--- config.mk ---
export PLATFORM = sky130hd
export DESIGN_NAME = spi_slave_regbank_r
export DESIGN_NICKNAME = d
export VERILOG_FILES = /design/src/rtl/spi_sync.sv /design/src/rtl/spi_slave_regbank_r.sv
export SDC_FILE = /design/constraint.sdc
export NUM_CORES = 1
export LEC_CHECK = 0
export CAP_MARGIN = 30
export CORE_MARGIN = 8
export CORE_UTILIZATION = 30
export DETAILED_ROUTE_END_ITERATION = 6
export MAX_ROUTING_LAYER = met4
export PLACE_DENSITY = 0.54
export SETUP_SLACK_MARGIN = 0.1
export SYNTH_ARGS = -nofsm -noshare
export SYNTH_HDL_FRONTEND = slang
export SYNTH_SLANG_ARGS = --single-unit
export TNS_END_PERCENT = 50
--- constraint.sdc ---
create_clock -name clk -period 2.45 [get_ports clk]
set_input_delay 0.735 -clock clk [delete_from_list [all_inputs] [get_ports clk]]
set_output_delay 0.735 -clock clk [all_outputs]
set_load 0.02 [all_outputs]
--- src/rtl/spi_sync.sv ---
// Multi-stage flop synchroniser of parameterised width, used to bring the
// SPI-domain strobe and address decode into the clk domain.
module spi_sync #(
   parameter int unsigned W  = 1,
   parameter int unsigned NS = 2
) (
   input  logic         clk_i,
   input  logic         rst_i,
   input  logic [W-1:0] d_i,
   output logic [W-1:0] q_o
);

   logic [W-1:0] stage_q [NS];

   always_ff @(posedge clk_i) begin
      if (rst_i) begin
         for (int unsigned i = 0; i < NS; i++) stage_q[i] <= '0;
      end else begin
         stage_q[0] <= d_i;
         for (int unsigned i = 1; i < NS; i++) stage_q[i] <= stage_q[i-1];
      end
   end

   assign q_o = stage_q[NS-1];

endmodule

--- src/rtl/spi_slave_regbank_r.sv ---
// Bank of m read-only registers read by the SPI master; clk-domain writes are
// deferred while a register is addressed so the master never sees a torn value.
module spi_slave_regbank_r #(
   parameter int unsigned   n   = 8,
   parameter int unsigned   m   = 4,
   parameter logic [n-1:0]  a   = '0,
   parameter logic [m-1:0]  cor = '0,
   parameter int unsigned   ns  = 2
) (
   input  logic           clk,
   input  logic           rst,
   input  logic           strobe,
   input  logic [n-1:0]   addr,
   output logic [n-1:0]   in,
   output logic           zo,
   input  logic [m*n-1:0] d,
   input  logic [m-1:0]   we,
   input  logic [m-1:0]   ovf_clr,
   output logic [m-1:0]   rd_pulse,
   output logic [m-1:0]   fresh,
   output logic [m-1:0]   ovf
);

   localparam int unsigned k = $clog2(m);

   typedef enum logic {IDLE, BUSY} state_t;

   state_t              state_q, state_d;
   logic [k-1:0]        ri_q, ri_d;
   logic                ss_prev_q;
   logic [m-1:0]        frz_q, frz, rc;
   logic                rc_any;
   logic [m-1:0][n-1:0] bank_q, bank_d, pend_q, pend_d;
   logic [m-1:0]        pv_q, pv_d, fresh_q, fresh_d, ovf_q, ovf_d, rd_pulse_q;

   logic                hit;
   logic [k-1:0]        idx;
   logic                ss, sh;
   logic [k-1:0]        si;
   logic [k:0]          sync_addr;

   assign hit = (addr[n-1:k] == a[n-1:k]);
   assign idx = addr[k-1:0];

   // Read path is purely combinational in the SPI domain.
   assign in = (strobe && hit) ? bank_q[idx] : '0;
   assign zo = ~(strobe && hit);

   spi_sync #(.W(1), .NS(ns)) u_sync_strobe (
      .clk_i(clk), .rst_i(rst), .d_i(strobe), .q_o(ss)
   );

   spi_sync #(.W(k+1), .NS(ns)) u_sync_addr (
      .clk_i(clk), .rst_i(rst), .d_i({hit, idx}), .q_o(sync_addr)
   );

   assign sh = sync_addr[k];
   assign si = sync_addr[k-1:0];

   always_comb begin
      state_d = state_q;
      ri_d    = ri_q;
      rc_any  = 1'b0;
      case (state_q)
         IDLE: if (ss && !ss_prev_q && sh) begin
            state_d = BUSY;
            ri_d    = si;
         end
         BUSY: if (!ss && ss_prev_q) begin
            state_d = IDLE;
            rc_any  = 1'b1;
         end
         default: state_d = IDLE;
      endcase
   end

   always_comb begin
      frz = '0;
      rc  = '0;
      for (int unsigned i = 0; i < m; i++) begin
         frz[i] = (sh && si == i[k-1:0]) || (state_q == BUSY && ri_q == i[k-1:0]);
         rc[i]  = rc_any && (ri_q == i[k-1:0]);
      end
   end

   // A direct write beats both a pending value and a clear-on-read.
   always_comb begin
      bank_d  = bank_q;
      pend_d  = pend_q;
      pv_d    = pv_q;
      fresh_d = fresh_q;
      ovf_d   = ovf_q;
      for (int unsigned i = 0; i < m; i++) begin
         if (we[i]) begin
            fresh_d[i] = 1'b1;
            if (rc[i] || !frz[i]) begin
               bank_d[i] = d[i*n +: n];
               pv_d[i]   = 1'b0;
            end else begin
               pend_d[i] = d[i*n +: n];
               pv_d[i]   = 1'b1;
            end
         end else if (rc[i]) begin
            pv_d[i] = 1'b0;
            if (pv_q[i]) begin
               bank_d[i] = pend_q[i];
            end else begin
               fresh_d[i] = 1'b0;
               if (cor[i]) bank_d[i] = '0;
            end
         end else if (frz_q[i] && !frz[i] && pv_q[i]) begin
            bank_d[i] = pend_q[i];
            pv_d[i]   = 1'b0;
         end
         if (ovf_clr[i]) ovf_d[i] = 1'b0;
         if (we[i] && fresh_q[i] && !rc[i]) ovf_d[i] = 1'b1;
      end
   end

   always_ff @(posedge clk) begin
      if (rst) begin
         state_q    <= IDLE;
         ri_q       <= '0;
         ss_prev_q  <= 1'b0;
         frz_q      <= '0;
         bank_q     <= '0;
         pend_q     <= '0;
         pv_q       <= '0;
         fresh_q    <= '0;
         ovf_q      <= '0;
         rd_pulse_q <= '0;
      end else begin
         state_q    <= state_d;
         ri_q       <= ri_d;
         ss_prev_q  <= ss;
         frz_q      <= frz;
         bank_q     <= bank_d;
         pend_q     <= pend_d;
         pv_q       <= pv_d;
         fresh_q    <= fresh_d;
         ovf_q      <= ovf_d;
         rd_pulse_q <= rc;
      end
   end

   assign rd_pulse = rd_pulse_q;
   assign fresh    = fresh_q;
   assign ovf      = ovf_q;

endmodule

==> results.yml <==
route:
  drt_wl_total_um: 10800
  vias: 3246
  vias_per_cell: 4.63
  first_iter_violations: 120
  wl_per_cell_um: 15.4
  drtPass1Iterations: 4
  ant_nets: 0
  route.detailed.drc: 0
global_routing:
  grt_pass1_wl_um: 17500
  antenna_found_initial: 0
  grtUsageMet2: 0.200
  grt_remaining_overflow: 0
  globalRouteMet1Util: 0.146
  grt_use_total: 0.124
  grt_pass1_vias: 3444
  grtUsageMet3: 0.0334
  grt_max_degree: 45
  grt-busiest-layer: "met2"
place:
  gp_congestion: 0.772
  io_buffers: 71
  dpl.hpwl_um: 7810
yosys:
  synth_cell_types: 42
  seq_area_frac_synth: 0.438
  yosysMostFrequentCell: "dfxtp_1"
  post_synth.cell_area_avg_um2: 10.1
  synth_area_leaders: "dfxtp_1 44%, mux2i_1 15%, mux2_2 8.0%"
  synth_seq_cells: 96
  synthArstFlopShare: 0
  yosys.area.top_type: "dfxtp_1"
  synth-warning-count: 0
  netlist_top_cells_count: "96 x dfxtp_1, 90 x nor2_1, 66 x mux2i_1"
  synth.top_cell.area_share: 0.438
  syn_area_mm2: 0.00438
  ys.flop_type: "dfxtp_1"
  synth_edf_count: 0
  syn_inst: 434
  syn_nets: 485
min_path:
  min_to: "u_sync_addr.stage_q[0][4]"
  hp-class: "register to register"
  min_path_cells: 1
  hp-start: "u_sync_addr.stage_q[0][1]"
status:
  failed_checks: "setup timing"
  outcome: "finished, violations left"
clock_network:
  worstSkewPairLatency_ns: 0.34
  cts.sinks: 96
  clk_pin_slew_ns: 0.06
  cts_tree: "built"
  cts.path.max_buffers: 2
  cts_made_buffers: 9
  htreeDepth: 3
  cts-root-buf: "clkbuf_16"
sta:
  worst_slack_ns: -0.00895
  grt_setup_unrepaired: "true"
  tightest_slew_ns: 0.763
  maxSlewViolCount: 0
  skew_ns: 0.00710
  clock.fmax_mhz: 407
  fin_crit_sh: 1.00
  setup_viol: 1
  period_minus_slack_ns: 2.46
  hold_viol_final: 0
  relSlewSlack: 0.491
worst_setup_path:
  crit_arrival_ns: 1.72
  cp_max_fo: 6
  r2r_start: "state_q"
  worstSetupPathType: "input port to output pin"
  required_ns: 1.71
  reg2reg_slack_ns: 0.58
  start_kind: "input port"
  rr_worst_depth: 4
  cp-end-kind: "output pin"
  rr_endpoint: "pend_q[17]"
power:
  p_sw_frac: 0.227
  peakVddDrop_mv: 0.397
  power.total_uw: 3320
  p_leak_uw: 0.00240
  pwr-share-comb: 0.107
  power_switching_uw: 754
  p_int_uw: 2570
  p_per_area_mw_per_mm2: 572
  clock_power_share: 0.405
  p_seq_frac: 0.489
die:
  die-area_mm2: 0.0187
  io_pins: 72
  die-width_um: 137
  start_util: 0.304
  core_mm2: 0.0144
  num_rows: 44
  die_h_um: 137
cells_and_area:
  area_delta_synth_final_pct: 32.4
  fin_util: 0.402
  fin_nets: 564
  drive_gt1_frac: 0.222
  diodes: 0
job:
  cap_violations: 0
[logic make-up (layout without fill, tap and decap cells)]
logic type             after synthesis  in the layout  share of synthesized area
and+or+nand+nor                    168            168                      0.197
AOI/OAI and AO/OA                   31             31                     0.0605
muxes                              106            106                      0.274
buffers and inverters               33            116                     0.0300
DFF                                 96             96                      0.438
[sequential cells by signal (all words and copies together) (netlist names)]
register               count
bank_q                    32
pend_q                    32
u_sync_addr.stage_q        6
fresh                      4
frz_q                      4
ovf                        4
pv_q                       4
rd_pulse                   4
ri_q                       2
u_sync_strobe.stage_q      2
ss_prev_q                  1
state_q                    1
[power by group through the flow]
stage	registers [uW]	logic, uW	clock network (uW)
6_report	1620	354	1340
5_1_grt	1630	385	1450
4_1_cts	1620	357	1390
3_5_place_dp	1660	352	0
3_3_place_gp	1660	346	0
2_1_floorplan	1660	175	0
[metrics by stage]
step / instances / worst slack (ns) / hold WS (ns) / setup TNS [ns] / area (um2)
2_1_floorplan: 434 / -0.0121 / 0.414 / -0.0967 / 4390
3_3_place_gp: 685 / -0.882 / 0.422 / -7.28 / 5440
3_5_place_dp: 685 / -0.900 / 0.420 / -7.43 / 5440
4_1_cts: 701 / -0.0508 / 0.437 / -0.0594 / 5790
5_1_grt: 701 / -0.0354 / 0.462 / -0.122 / 5800
6_report: 701 / -0.00895 / 0.435 / -0.00895 / 5800
[worst max path at each step]
stage | start | to | slack [ns] | depth (start not counted)
detailed placement | addr[0] | in[7] | -0.90 | 5
global route | addr[0] | in[7] | -0.04 | 5
CTS | addr[0] | in[7] | -0.05 | 5
finish | addr[0] | in[7] | -0.009 | 5
floorplan | addr[5] | in[0] | -0.01 | 3
global placement | addr[0] | in[7] | -0.88 | 5
[cell usage in the layout (no fill, tap or decap), types with 2 or more instances in the layout]
| master | n |
|---|---|
| buf_12 | 5 |
| mux2i_1 | 66 |
| buf_8 | 2 |
| and3b_1 | 3 |
| clkbuf_8 | 3 |
| nand3_1 | 5 |
| inv_1 | 8 |
| nor2b_1 | 42 |
| mux2_2 | 31 |
| a21o_1 | 2 |
| nand2b_1 | 2 |
| o21ai_0 | 7 |
| buf_4 | 14 |
| mux4_2 | 8 |
| and3_1 | 2 |
| dfxtp_1 | 96 |
| a32oi_1 | 4 |
| o221ai_2 | 2 |
| nand3b_1 | 2 |
| a221oi_4 | 2 |
| buf_2 | 7 |
| clkdlybuf4s50_1 | 52 |
| a21oi_1 | 8 |
| a21oi_2 | 2 |
| clkbuf_16 | 9 |
| nand2_1 | 2 |
| nor2b_4 | 7 |
| buf_6 | 12 |
| nor2_1 | 87 |
| nor2_4 | 2 |
[per-layer routing]
layer | vias up | share of wire
met5 | - | 0
met4 | 0 | 0.019
met3 | 15 | 0.036
met2 | 52 | 0.48
met1 | 1531 | 0.46
li1 | 1648 | -
[layout make-up]
type                            instances  area, um2
Clock inverter                          2       13.8
Fill cell                            1455       8620
Timing Repair Buffer                   93        935
Inverter                                8       30.0
Clock buffer                           13        270
Sequential cell                        96       1920
Multi-Input combinational cell        305       2400
Tap cell                              184        230
[repair_timing]
action	CTS	global route
resized for setup	103	3
setup endpoints to repair	9	9
cloned	1	0
setup buffers	0	0
pin swaps	4	0
hold buffers	0	0
[critical path, cell delays in order]
cell	delay [ns]
buf_6	0.07
buf_8	0.12
mux4_2	0.52
nor2b_4	0.15
buf_6	0.12
No activity file was read; power rests on OpenSTA's default activity.
